File: src/rtl/pa_spsram_ctrl_4096x32_pkg.sv
// Shared constants, pin bundle and byte-lane helper for the 4096x32 SRAM request controller.
package pa_spsram_ctrl_4096x32_pkg;

  localparam int ADDR_WIDTH = 12;
  localparam int DATA_WIDTH = 32;
  localparam int BE_WIDTH   = DATA_WIDTH / 8;
  localparam int DEPTH      = 4096;
  localparam int FIFO_DEPTH = 2;
  localparam int FIFO_CNT_W = 2;

  localparam logic [0:0] ST_INIT = 1'b0;
  localparam logic [0:0] ST_RUN  = 1'b1;

  typedef struct packed {
    logic                  cen;
    logic                  gwen;
    logic [DATA_WIDTH-1:0] wen;
    logic [ADDR_WIDTH-1:0] a;
    logic [DATA_WIDTH-1:0] d;
  } sram_pins_t;

  localparam sram_pins_t SRAM_IDLE = '{cen: 1'b1, gwen: 1'b1, wen: '1, a: '0, d: '0};

  // Low-active bit write enables: a lane is written only on a write with its strobe set.
  function automatic logic [DATA_WIDTH-1:0] be_to_wen(input logic wr,
                                                      input logic [BE_WIDTH-1:0] be);
    logic [DATA_WIDTH-1:0] wen;
    wen = '1;
    for (int i = 0; i < BE_WIDTH; i++) begin
      wen[8*i +: 8] = {8{~(wr & be[i])}};
    end
    return wen;
  endfunction

endpackage

File: src/rtl/pa_spsram_ctrl_4096x32_if.sv
// Request/response handshake plus SRAM macro pins. Handshakes: a transfer happens at the
// rising edge where valid and ready are both 1; valid never depends on ready of the same channel.
interface pa_spsram_ctrl_4096x32_if;
  import pa_spsram_ctrl_4096x32_pkg::*;

  logic                  req_vld;
  logic                  req_rdy;
  logic                  req_wr;
  logic [ADDR_WIDTH-1:0] req_addr;
  logic [DATA_WIDTH-1:0] req_wdata;
  logic [BE_WIDTH-1:0]   req_be;
  logic                  rsp_vld;
  logic                  rsp_rdy;
  logic [DATA_WIDTH-1:0] rsp_rdata;
  logic                  init_done;
  logic                  sram_cen;
  logic                  sram_gwen;
  logic [DATA_WIDTH-1:0] sram_wen;
  logic [ADDR_WIDTH-1:0] sram_a;
  logic [DATA_WIDTH-1:0] sram_d;
  logic [DATA_WIDTH-1:0] sram_q;
  logic [0:0]            dbg_state;

  modport slave (
    input  req_vld, req_wr, req_addr, req_wdata, req_be, rsp_rdy, sram_q,
    output req_rdy, rsp_vld, rsp_rdata, init_done,
    output sram_cen, sram_gwen, sram_wen, sram_a, sram_d, dbg_state
  );

  modport master (
    output req_vld, req_wr, req_addr, req_wdata, req_be, rsp_rdy, sram_q,
    input  req_rdy, rsp_vld, rsp_rdata, init_done,
    input  sram_cen, sram_gwen, sram_wen, sram_a, sram_d, dbg_state
  );

endinterface

File: src/rtl/pa_spsram_ctrl_4096x32_rsp_fifo.sv
// Two-entry in-order read-data buffer; push and pop may coincide at any occupancy.
module pa_spsram_ctrl_rsp_fifo
  import pa_spsram_ctrl_4096x32_pkg::*;
(
  input  logic                  clk_i,
  input  logic                  rst_i,
  input  logic                  push_i,
  input  logic [DATA_WIDTH-1:0] push_data_i,
  input  logic                  pop_i,
  output logic [DATA_WIDTH-1:0] pop_data_o,
  output logic [FIFO_CNT_W-1:0] count_o
);

  logic [DATA_WIDTH-1:0] mem_q [FIFO_DEPTH];
  logic                  wr_ptr_q;
  logic                  rd_ptr_q;
  logic [FIFO_CNT_W-1:0] cnt_q;
  logic [FIFO_CNT_W-1:0] cnt_d;

  assign cnt_d = cnt_q + FIFO_CNT_W'(push_i) - FIFO_CNT_W'(pop_i);

  always_ff @(posedge clk_i) begin
    if (rst_i) begin
      for (int i = 0; i < FIFO_DEPTH; i++) mem_q[i] <= '0;
      wr_ptr_q <= 1'b0;
      rd_ptr_q <= 1'b0;
      cnt_q    <= '0;
    end else begin
      if (push_i) begin
        mem_q[wr_ptr_q] <= push_data_i;
        wr_ptr_q        <= ~wr_ptr_q;
      end
      if (pop_i) rd_ptr_q <= ~rd_ptr_q;
      cnt_q <= cnt_d;
    end
  end

  assign pop_data_o = mem_q[rd_ptr_q];
  assign count_o    = cnt_q;

endmodule

File: src/rtl/pa_spsram_ctrl_4096x32.sv
// Request-side controller for the 4096x32 single-port SRAM macro.
// Define PA_SPSRAM_CTRL_INIT_EN to zero-fill the whole array after reset.
module pa_spsram_ctrl_4096x32
  import pa_spsram_ctrl_4096x32_pkg::*;
(
  input logic                     forever_cpuclk,
  input logic                     cpurst,
  pa_spsram_ctrl_4096x32_if.slave bus
);

  logic [0:0]            state_q;
  logic                  init_active;
  logic [ADDR_WIDTH-1:0] init_addr;

`ifdef PA_SPSRAM_CTRL_INIT_EN
  logic [0:0]            state_d;
  logic [ADDR_WIDTH-1:0] init_cnt_q;
  logic [ADDR_WIDTH-1:0] init_cnt_d;

  // The counter parks on the last word when the sweep hands over to RUN.
  always_comb begin
    state_d    = state_q;
    init_cnt_d = init_cnt_q;
    if (state_q == ST_INIT) begin
      if (init_cnt_q == ADDR_WIDTH'(DEPTH - 1)) begin
        state_d = ST_RUN;
      end else begin
        init_cnt_d = init_cnt_q + 1'b1;
      end
    end
  end

  always_ff @(posedge forever_cpuclk) begin
    if (cpurst) begin
      state_q    <= ST_INIT;
      init_cnt_q <= '0;
    end else begin
      state_q    <= state_d;
      init_cnt_q <= init_cnt_d;
    end
  end

  assign init_active = (state_q == ST_INIT) && !cpurst;
  assign init_addr   = init_cnt_q;
`else
  assign state_q     = ST_RUN;
  assign init_active = 1'b0;
  assign init_addr   = '0;
`endif

  logic                  rd_inflight_q;
  logic [FIFO_CNT_W-1:0] fifo_cnt;
  logic [DATA_WIDTH-1:0] fifo_data;
  logic                  pop;
  logic                  req_rdy;
  logic                  accept;
  logic [2:0]            credits_used;
  sram_pins_t            pins;

  // A pop in the same cycle frees its slot, keeping one read per cycle under rsp_rdy=1.
  assign pop          = (fifo_cnt != '0) && bus.rsp_rdy;
  assign credits_used = 3'(fifo_cnt) + 3'(rd_inflight_q) - 3'(pop);
  assign req_rdy      = (state_q == ST_RUN) && !cpurst && (credits_used < 3'd2);
  assign accept       = bus.req_vld && req_rdy;

  always_comb begin
    pins = SRAM_IDLE;
    if (init_active) begin
      pins.cen  = 1'b0;
      pins.gwen = 1'b0;
      pins.wen  = '0;
      pins.a    = init_addr;
      pins.d    = '0;
    end else if (accept) begin
      pins.cen  = 1'b0;
      pins.gwen = ~bus.req_wr;
      pins.wen  = be_to_wen(bus.req_wr, bus.req_be);
      pins.a    = bus.req_addr;
      pins.d    = bus.req_wdata;
    end
  end

  always_ff @(posedge forever_cpuclk) begin
    if (cpurst) rd_inflight_q <= 1'b0;
    else        rd_inflight_q <= accept && !bus.req_wr;
  end

  pa_spsram_ctrl_rsp_fifo u_rsp_fifo (
    .clk_i       (forever_cpuclk),
    .rst_i       (cpurst),
    .push_i      (rd_inflight_q),
    .push_data_i (bus.sram_q),
    .pop_i       (pop),
    .pop_data_o  (fifo_data),
    .count_o     (fifo_cnt)
  );

  assign bus.req_rdy   = req_rdy;
  assign bus.rsp_vld   = (fifo_cnt != '0);
  assign bus.rsp_rdata = fifo_data;
  assign bus.init_done = (state_q == ST_RUN);
  assign bus.dbg_state = state_q;
  assign bus.sram_cen  = pins.cen;
  assign bus.sram_gwen = pins.gwen;
  assign bus.sram_wen  = pins.wen;
  assign bus.sram_a    = pins.a;
  assign bus.sram_d    = pins.d;

endmodule

File: src/flat_wrapper.sv
// flat-port wrapper written by rule: the top's interface ports become plain ports
module pa_spsram_ctrl_4096x32_flat import pa_spsram_ctrl_4096x32_pkg::*;
  (forever_cpuclk, cpurst, bus_req_vld, bus_req_wr, bus_req_addr, bus_req_wdata, bus_req_be, bus_rsp_rdy, bus_sram_q, bus_req_rdy, bus_rsp_vld, bus_rsp_rdata, bus_init_done, bus_sram_cen, bus_sram_gwen, bus_sram_wen, bus_sram_a, bus_sram_d, bus_dbg_state);
  pa_spsram_ctrl_4096x32_if bus_i ();
  input logic forever_cpuclk;
  input logic cpurst;
  input wire logic [$bits(bus_i.req_vld)-1:0] bus_req_vld;
  input wire logic [$bits(bus_i.req_wr)-1:0] bus_req_wr;
  input wire logic [$bits(bus_i.req_addr)-1:0] bus_req_addr;
  input wire logic [$bits(bus_i.req_wdata)-1:0] bus_req_wdata;
  input wire logic [$bits(bus_i.req_be)-1:0] bus_req_be;
  input wire logic [$bits(bus_i.rsp_rdy)-1:0] bus_rsp_rdy;
  input wire logic [$bits(bus_i.sram_q)-1:0] bus_sram_q;
  output wire logic [$bits(bus_i.req_rdy)-1:0] bus_req_rdy;
  output wire logic [$bits(bus_i.rsp_vld)-1:0] bus_rsp_vld;
  output wire logic [$bits(bus_i.rsp_rdata)-1:0] bus_rsp_rdata;
  output wire logic [$bits(bus_i.init_done)-1:0] bus_init_done;
  output wire logic [$bits(bus_i.sram_cen)-1:0] bus_sram_cen;
  output wire logic [$bits(bus_i.sram_gwen)-1:0] bus_sram_gwen;
  output wire logic [$bits(bus_i.sram_wen)-1:0] bus_sram_wen;
  output wire logic [$bits(bus_i.sram_a)-1:0] bus_sram_a;
  output wire logic [$bits(bus_i.sram_d)-1:0] bus_sram_d;
  output wire logic [$bits(bus_i.dbg_state)-1:0] bus_dbg_state;
  assign bus_i.req_vld = bus_req_vld;
  assign bus_i.req_wr = bus_req_wr;
  assign bus_i.req_addr = bus_req_addr;
  assign bus_i.req_wdata = bus_req_wdata;
  assign bus_i.req_be = bus_req_be;
  assign bus_i.rsp_rdy = bus_rsp_rdy;
  assign bus_i.sram_q = bus_sram_q;
  assign bus_req_rdy = bus_i.req_rdy;
  assign bus_rsp_vld = bus_i.rsp_vld;
  assign bus_rsp_rdata = bus_i.rsp_rdata;
  assign bus_init_done = bus_i.init_done;
  assign bus_sram_cen = bus_i.sram_cen;
  assign bus_sram_gwen = bus_i.sram_gwen;
  assign bus_sram_wen = bus_i.sram_wen;
  assign bus_sram_a = bus_i.sram_a;
  assign bus_sram_d = bus_i.sram_d;
  assign bus_dbg_state = bus_i.dbg_state;
  pa_spsram_ctrl_4096x32 u_core (.forever_cpuclk(forever_cpuclk), .cpurst(cpurst), .bus(bus_i));
endmodule
File: config.mk
export PLATFORM = sky130hd
export DESIGN_NAME = pa_spsram_ctrl_4096x32_flat
export DESIGN_NICKNAME = d
export VERILOG_FILES = /design/src/rtl/pa_spsram_ctrl_4096x32_pkg.sv /design/src/rtl/pa_spsram_ctrl_4096x32_if.sv /design/src/rtl/pa_spsram_ctrl_4096x32_rsp_fifo.sv /design/src/rtl/pa_spsram_ctrl_4096x32.sv /design/src/flat_wrapper.sv
export SDC_FILE = /design/constraint.sdc
export NUM_CORES = 1
export LEC_CHECK = 0
export ABC_CLOCK_PERIOD_IN_PS = 4300
export CELL_PAD_IN_SITES_DETAIL_PLACEMENT = 1
export CELL_PAD_IN_SITES_GLOBAL_PLACEMENT = 2
export CORE_MARGIN = 1
export CORE_UTILIZATION = 24
export DETAILED_ROUTE_END_ITERATION = 8
export HOLD_SLACK_MARGIN = 0.12
export PLACE_DENSITY = 0.85
export SYNTH_ARGS = -nofsm -noshare
export SYNTH_HDL_FRONTEND = slang
export SYNTH_HIERARCHICAL = 1
export SYNTH_SLANG_ARGS = --single-unit
File: constraint.sdc
create_clock -name forever_cpuclk -period 4.3 [get_ports forever_cpuclk]
set_input_delay 0.645 -clock forever_cpuclk [delete_from_list [all_inputs] [get_ports forever_cpuclk]]
set_output_delay 0.645 -clock forever_cpuclk [all_outputs]
set_load 0.02 [all_outputs]
==> results.py, run 1 <==
metrics = {
    "pwr": {
        "vdd_drop_max_mv": 0.2984,
        "p_comb_share_pct": 50.1,
        "swShare_pct": 35.66,
        "clkPwrFrac_pct": 21.3,
        "p_sw_mw": 1.173,
        "p_int_mw": 2.117,
        "seqPwrFrac_pct": 28.6,
        "p_leak_nw": 2.359,
        "power_density_mw_per_mm2": 536.5,
    },
    "timing": {
        "clock_skew_ns": 0.003702,
        "hold_viol_final": 0,
        "slew_headroom_pct": 25.79,
        "slew_violations": 0,
        "tightest_slew_ns": 1.113,
        "finalCritPeriodShare_pct": 96.98,
        "final-setup-viol-count": 0,
        "timing.fmax_mhz": 239.8,
        "fin_crit_ns": 4.170,
        "grt_setup_unrepaired": "false",
    },
    "worst_setup_path": {
        "slowest_delay_ns": 0.64,
        "arrival_ns": 3.53,
        "critPathLaunchType": "flop",
        "worstPathMaxFanout": 51,
        "worstPathRequired_ns": 3.65,
        "reg2reg_depth": 8,
        "critPathSlowestCell": "clkdlybuf4s50_1",
        "r2r_slack_ns": 1.66,
        "r2r_end": "u_core/rd_inflight_q",
        "end_kind": "primary output",
        "worstSetupPathType": "reg -> out",
        "r2r-start": "u_core/u_rsp_fifo/count_o[1]",
        "worstPathCellList": "or2_2 > and2_1 > ha_1 > nand2b_1 > fa_1 > and3b_1 > buf_12 > and3_1 > clkdlybuf4s50_1",
    },
    "grt": {
        "antenna_found_initial": 0,
        "grt_pass1_vias": 3228,
        "grt_max_degree": 52,
        "grt_pass1_wl_um": 16150,
        "grt_usage_pct": 12.77,
        "grt_overflow_total": 0,
    },
    "synthesis": {
        "synth_seq_area_share_pct": 52.14,
        "ys.flop_type": "edfxtp_1",
        "syn_area_mm2": 0.003916,
        "synthCells": 331,
        "avgSynthCellArea_um2": 11.83,
        "synth.top_cell.area_share_pct": 49.07,
        "synth_warnings": 6,
        "synth-edff-count": 64,
        "yosys_register_bits": 70,
        "synth.distinct_cells": 30,
        "ys_async_sr_fraction_pct": 0,
        "yosysTopAreaCell": "edfxtp_1",
        "synth.area.top_cells": "edfxtp_1, mux2_4, and3_1",
    },
    "floorplanning": {
        "die_w_um": 129.7,
        "die_height_um": 129.7,
        "coreArea_mm2": 0.01589,
        "initial_utilization_pct": 24.65,
        "pin_count": 199,
        "num_rows": 46,
        "die-area_mm2": 0.01683,
    },
    "routing": {
        "met2_length_um": 5768,
        "wl_met3_um": 768,
        "drc_errors": 0,
        "viasPerCell": 4.197,
        "drtPass1Iterations": 5,
        "vias": 2984,
        "drt_iter0_drc": 126,
        "drt.antenna.violating_nets": 0,
        "drt-total-wl_um": 10880,
        "wl_per_cell_um": 15.30,
        "wl_met1_um": 4151,
        "highest_layer": "met4",
    },
    "placement": {
        "dpl.hpwl_um": 7537,
        "place.gp.congestion": 0.6619,
        "io_buffers": 196,
        "placed_cells": 695,
    },
    "clock_network": {
        "ctsHtreeMaxLevel": 3,
        "clkLatencyLatePin_ns": 0.32,
        "cts_tree": "done",
        "clock_path_buffers": 2,
        "cts_num_sinks": 70,
        "clk_pin_slew_worst_paths_ns": 0.05,
        "holdBufCountCts": 0,
        "numCtsBuffers": 9,
        "cts-root-buf": "clkbuf_16",
    },
    "finish": {
        "layout_commonest_cell": "clkdlybuf4s50_1",
        "final_util_pct": 38.60,
        "diodes": 0,
        "area_delta_synth_final_pct": 56.58,
        "drive_gt1_share_pct": 11.52,
        "final_cells": 711,
        "layout.nets": 580,
        "layout_common_cells": "clkdlybuf4s50_1, nor2_1, edfxtp_1, and3_1, nand2b_1",
    },
    "outcome": {
        "status": "finished clean",
    },
    "worst_hold_path": {
        "holdPathEnd": "u_core/u_rsp_fifo/wr_ptr_q",
        "min_from": "u_core/u_rsp_fifo/wr_ptr_q",
        "hold_path.class": "reg -> reg",
        "hold_depth": 2,
    },
    "flow_run": {
        "cap_violations": 0,
    },
}
-- worst max-delay path: cells and delay by family, from the launching register on --
kind | cells | cell delay [ns]
DFF | 1 | 0.40
buffers and inverters | 2 | 0.85
and+or+nand+nor | 5 | 1.11
adders and majority gates | 2 | 0.81
-- synth_stat cells (4+ instances only) --
cell type  instances
buf_2              9
buf_4             32
and3_1            44
nand4_1            4
nand2b_1          37
edfxtp_1          64
mux2_4            30
dfxtp_1            6
nor2_1            67
clkbuf_2           4
buf_6              5
-- how the worst max path moves through the flow --
stage                                             from          endpoint  cells past startpoint
after floorplan           u_core/u_rsp_fifo/count_o[1]  bus_sram_wen[10]                      9
after global placement                     bus_rsp_rdy  bus_sram_wen[14]                      9
after detailed placement                   bus_rsp_rdy  bus_sram_wen[14]                      9
after CTS                 u_core/u_rsp_fifo/count_o[1]   bus_sram_wen[7]                      9
after global routing      u_core/u_rsp_fifo/count_o[1]    bus_sram_d[11]                      9
final                     u_core/u_rsp_fifo/count_o[1]    bus_sram_d[11]                      9
-- logic make-up (layout without fill, tap and decap cells) --
family / after synthesis / in the layout / synth area share [%]
xor+xnor: 4 / 4 / 1.438
other cells: 1 / 2 / 0.09575
fa+ha+maj: 4 / 4 / 1.470
flops: 70 / 70 / 52.14
mux: 32 / 32 / 12.08
simple gates: 161 / 161 / 21.41
buf+inv: 58 / 221 / 11.25
compound gates: 1 / 1 / 0.1277
-- flip-flops by register name, indices dropped and copies added (netlist names), named ones only --
| signal | count |
|---|---|
| u_core/u_rsp_fifo/mem_q | 64 |
| u_core/u_rsp_fifo/count_o | 2 |
| u_core/rd_inflight_q | 1 |
| u_core/u_rsp_fifo/rd_ptr_q | 1 |
| u_core/u_rsp_fifo/wr_ptr_q | 1 |
-- routing by layer --
layer | GRT usage, % | vias up
met2 | 24.13 | 124
met3 | 3.567 | 15
met5 | 0 | -
li1 | - | 1416
met4 | 5.472 | 0
met1 | 13.11 | 1429
-- cell type report --
| type | instances | area [µm²] |
|---|---|---|
| clock buffer | 10 | 229.0 |
| clock inverter | 5 | 51.30 |
| fill | 1748 | 9753 |
| inverter | 3 | 11.26 |
| multi-input combinational | 204 | 1443 |
| sequential | 70 | 2043 |
| tap | 216 | 270.3 |
| timing repair buffer | 203 | 2085 |
-- timing repair --
action,4_1_cts,5_1_grt
pin swaps,1,0
gates resized for setup,7,26
gates cloned,0,0
endpoints found under the setup margin,17,53
setup buffers,1,0
-- stage by stage --
step / hold slack (ns) / worst slack [ns] / power (mW) / TNS [ns] / cell area, µm²
floorplan: 0.4543 / 0.7130 / 1.992 / 0 / 3920
global placement: 0.4661 / 0.03918 / 2.589 / 0 / 5787
detailed placement: 0.5013 / -0.03479 / 2.625 / -0.1825 / 5787
CTS: 0.5091 / 0.002752 / 3.346 / 0 / 6066
global route: 0.5409 / 0.02585 / 3.454 / 0 / 6132
finish: 0.5068 / 0.1298 / 3.290 / 0 / 6132
-- power groups by stage --
stage | Combinational [mW] | Clock, mW | Sequential (mW)
floorplan | 1.11 | 0 | 0.883
global placement | 1.64 | 0 | 0.951
detailed placement | 1.67 | 0 | 0.957
CTS | 1.67 | 0.727 | 0.945
global route | 1.75 | 0.749 | 0.955
finish | 1.65 | 0.701 | 0.940
No activity file was read; power rests on OpenSTA's default activity.
==> inputs of run 2 (changes only) <==
ABC_AREA = 1   (was not set)
CORE_UTILIZATION = 23   (was 24)
==> results.py, run 2 <==
metrics = {
    "clock_network": {
        "ctsHtreeMaxLevel": 3,
        "holdBufCountCts": 0,
        "cts_num_sinks": 70,
        "clock_path_buffers": 2,
        "cts_tree": "done",
        "clk_pin_slew_worst_paths_ns": 0.06,
        "numCtsBuffers": 9,
        "clkLatencyLatePin_ns": 0.33,
        "cts-root-buf": "clkbuf_16",
    },
    "worst_setup_path": {
        "worstPathRequired_ns": 3.65,
        "critPathSlowestCell": "clkdlybuf4s50_1",
        "worstSetupPathType": "in -> out",
        "critPathLaunchType": "primary input",
        "end_kind": "primary output",
        "slowest_delay_ns": 0.63,
        "path_buf_inv": 4,
        "worstPathMaxFanout": 8,
        "cpLargestDelayFamily": "buffers and inverters",
        "worstPathCellList": "clkdlybuf4s50_1 > o21a_1 > ha_1 > inv_1 > nand2_1 > fa_1 > inv_1 > nor2_2 > nand2_1 > nor2_2 > nand3_1 > clkdlybuf4s50_1",
        "r2r_slack_ns": 2.12,
        "arrival_ns": 3.49,
        "r2r-start": "u_core/u_rsp_fifo/count_o[1]",
        "crit_start": "bus_rsp_rdy",
    },
    "timing": {
        "slew_headroom_pct": 39.85,
        "fin_crit_ns": 4.130,
        "final-setup-viol-count": 0,
        "setup_tns_ns": 0,
        "clock_skew_ns": 0.008328,
        "hold_ws_ns": 0.5222,
        "hold_viol_final": 0,
        "slew_violations": 0,
        "finalCritPeriodShare_pct": 96.05,
        "tightest_slew_ns": 0.9022,
        "timing.fmax_mhz": 242.1,
    },
    "floorplanning": {
        "die_w_um": 131.8,
        "die_height_um": 131.8,
        "num_rows": 47,
        "coreArea_mm2": 0.01652,
        "die-area_mm2": 0.01736,
        "initial_utilization_pct": 23.44,
        "pin_count": 199,
    },
    "placement": {
        "place.gp.congestion": 0.6945,
        "dpl.hpwl_um": 7809,
        "io_buffers": 196,
    },
    "synthesis": {
        "yosysTopAreaCell": "edfxtp_1",
        "synth.most_common_cell": "inv_1",
        "synth_warnings": 6,
        "synthTopCellsByCount": "inv_1, nor2_1, edfxtp_1, nor2_2, buf_4",
        "synth.area.top_cells": "edfxtp_1, inv_1, mux2_2",
        "synthCells": 388,
        "synth-edff-count": 64,
        "ys_async_sr_fraction_pct": 0,
        "ys.flop_type": "edfxtp_1",
        "synth_seq_area_share_pct": 52.71,
        "syn_area_mm2": 0.003874,
        "synth.distinct_cells": 23,
        "yosys_register_bits": 70,
        "avgSynthCellArea_um2": 9.984,
        "synth.top_cell.area_share_pct": 49.61,
    },
    "grt": {
        "grt_overflow_total": 0,
        "antenna_found_initial": 0,
        "grt_usage_pct": 12.31,
        "grt_max_degree": 47,
        "grt_pass1_wl_um": 16700,
        "grt_pass1_vias": 3353,
    },
    "pwr": {
        "seqPwrFrac_pct": 30.2,
        "p_sw_mw": 0.9630,
        "fin_total_pwr_mw": 2.926,
        "p_comb_share_pct": 40.7,
        "vdd_drop_max_mv": 0.1483,
        "swShare_pct": 32.91,
        "p_int_mw": 1.963,
        "clkPwrFrac_pct": 29.0,
        "power_density_mw_per_mm2": 471.8,
        "p_leak_nw": 2.650,
    },
    "routing": {
        "drt-total-wl_um": 10520,
        "wl_per_cell_um": 13.41,
        "vias": 3113,
        "drt_iter0_drc": 109,
        "drt.antenna.violating_nets": 0,
        "viasPerCell": 3.971,
        "drc_errors": 0,
        "drtPass1Iterations": 4,
    },
    "finish": {
        "layout_common_cells": "clkdlybuf4s50_1, inv_1, nor2_1, edfxtp_1, nor2_2",
        "largest_reg_flops": 64,
        "area_delta_synth_final_pct": 60.11,
        "drive_gt1_share_pct": 18.79,
        "layout.nets": 648,
        "diodes": 0,
        "regMostFlops": "u_core/u_rsp_fifo/mem_q",
        "layout_commonest_cell": "clkdlybuf4s50_1",
    },
    "worst_hold_path": {
        "min_from": "u_core/u_rsp_fifo/rd_ptr_q",
        "hold_path.class": "reg -> reg",
    },
    "outcome": {
        "status": "finished clean",
    },
    "flow_run": {
        "cap_violations": 0,
    },
}
[run 2: layout make-up]
type                       count  area [µm²]
fill                        1821       10320
sequential                    70        2043
timing repair buffer         203        2039
multi-input combinational    182        1149
inverter                      93       349.1
tap                          220       275.3
clock buffer                   9       225.2
clock inverter                 7       121.4
[run 2: repair_timing]
action / 4_1_cts / 5_1_grt
setup endpoints to repair: 0 / 24
resized for setup: 0 / 3
buffers inserted: 0 / 0
[run 2: final timing paths]
path | to | cells after the start
max | bus_sram_wen[6] | 12
min | u_core/u_rsp_fifo/rd_ptr_q | 2
max reg2reg | u_core/rd_inflight_q | 10
min reg2reg | u_core/u_rsp_fifo/rd_ptr_q | 2
[run 2: worst min-delay path, stage by stage, from the launching register on]
cell	delay, ns
dfxtp_1	0.32
xnor2_1	0.09
nor2_1	0.08
[run 2: metal layers]
| layer | vias up | share of wire [%] | global-route usage, % |
|---|---|---|---|
| li1 | 1488 | - | - |
| met1 | 1464 | 39 | 13.13 |
| met2 | 150 | 50 | 22.19 |
| met3 | 11 | 9.8 | 4.306 |
| met4 | 0 | 1.5 | 4.716 |
| met5 | - | 0 | 0 |
[run 2: cell families (layout without fill, tap and decap cells)]
group	Yosys count	after routing	synth area share (%)
AOI/OAI and AO/OA	2	2	0.3229
buffers and inverters	137	312	18.06
and+or+nand+nor	141	141	17.41
muxes	32	32	9.690
DFF	70	70	52.71
xor gates and xnor gates	1	1	0.2261
adders and majority gates	4	4	1.486
other	1	2	0.09681
[run 2: stage by stage]
step                worst slack (ns)  cell area, µm²  cells  util, %
floorplan                     0.6043            3877    389        -
CTS                          0.05762            6190    784    37.46
global route                -0.01095            6202    784    37.53
detailed placement           0.05535            5843    768    35.36
finish                        0.1698            6202    784    37.53
global placement              0.1687            5843    768    35.36
[run 2: power groups by stage]
stage                     clock network (mW)  registers, mW  logic (mW)
after floorplan                            0          0.844       0.757
after global placement                     0          0.897        1.19
after detailed placement                   0          0.904        1.20
after CTS                              0.878          0.890        1.21
after global routing                   0.895          0.900        1.28
final                                  0.849          0.885        1.19
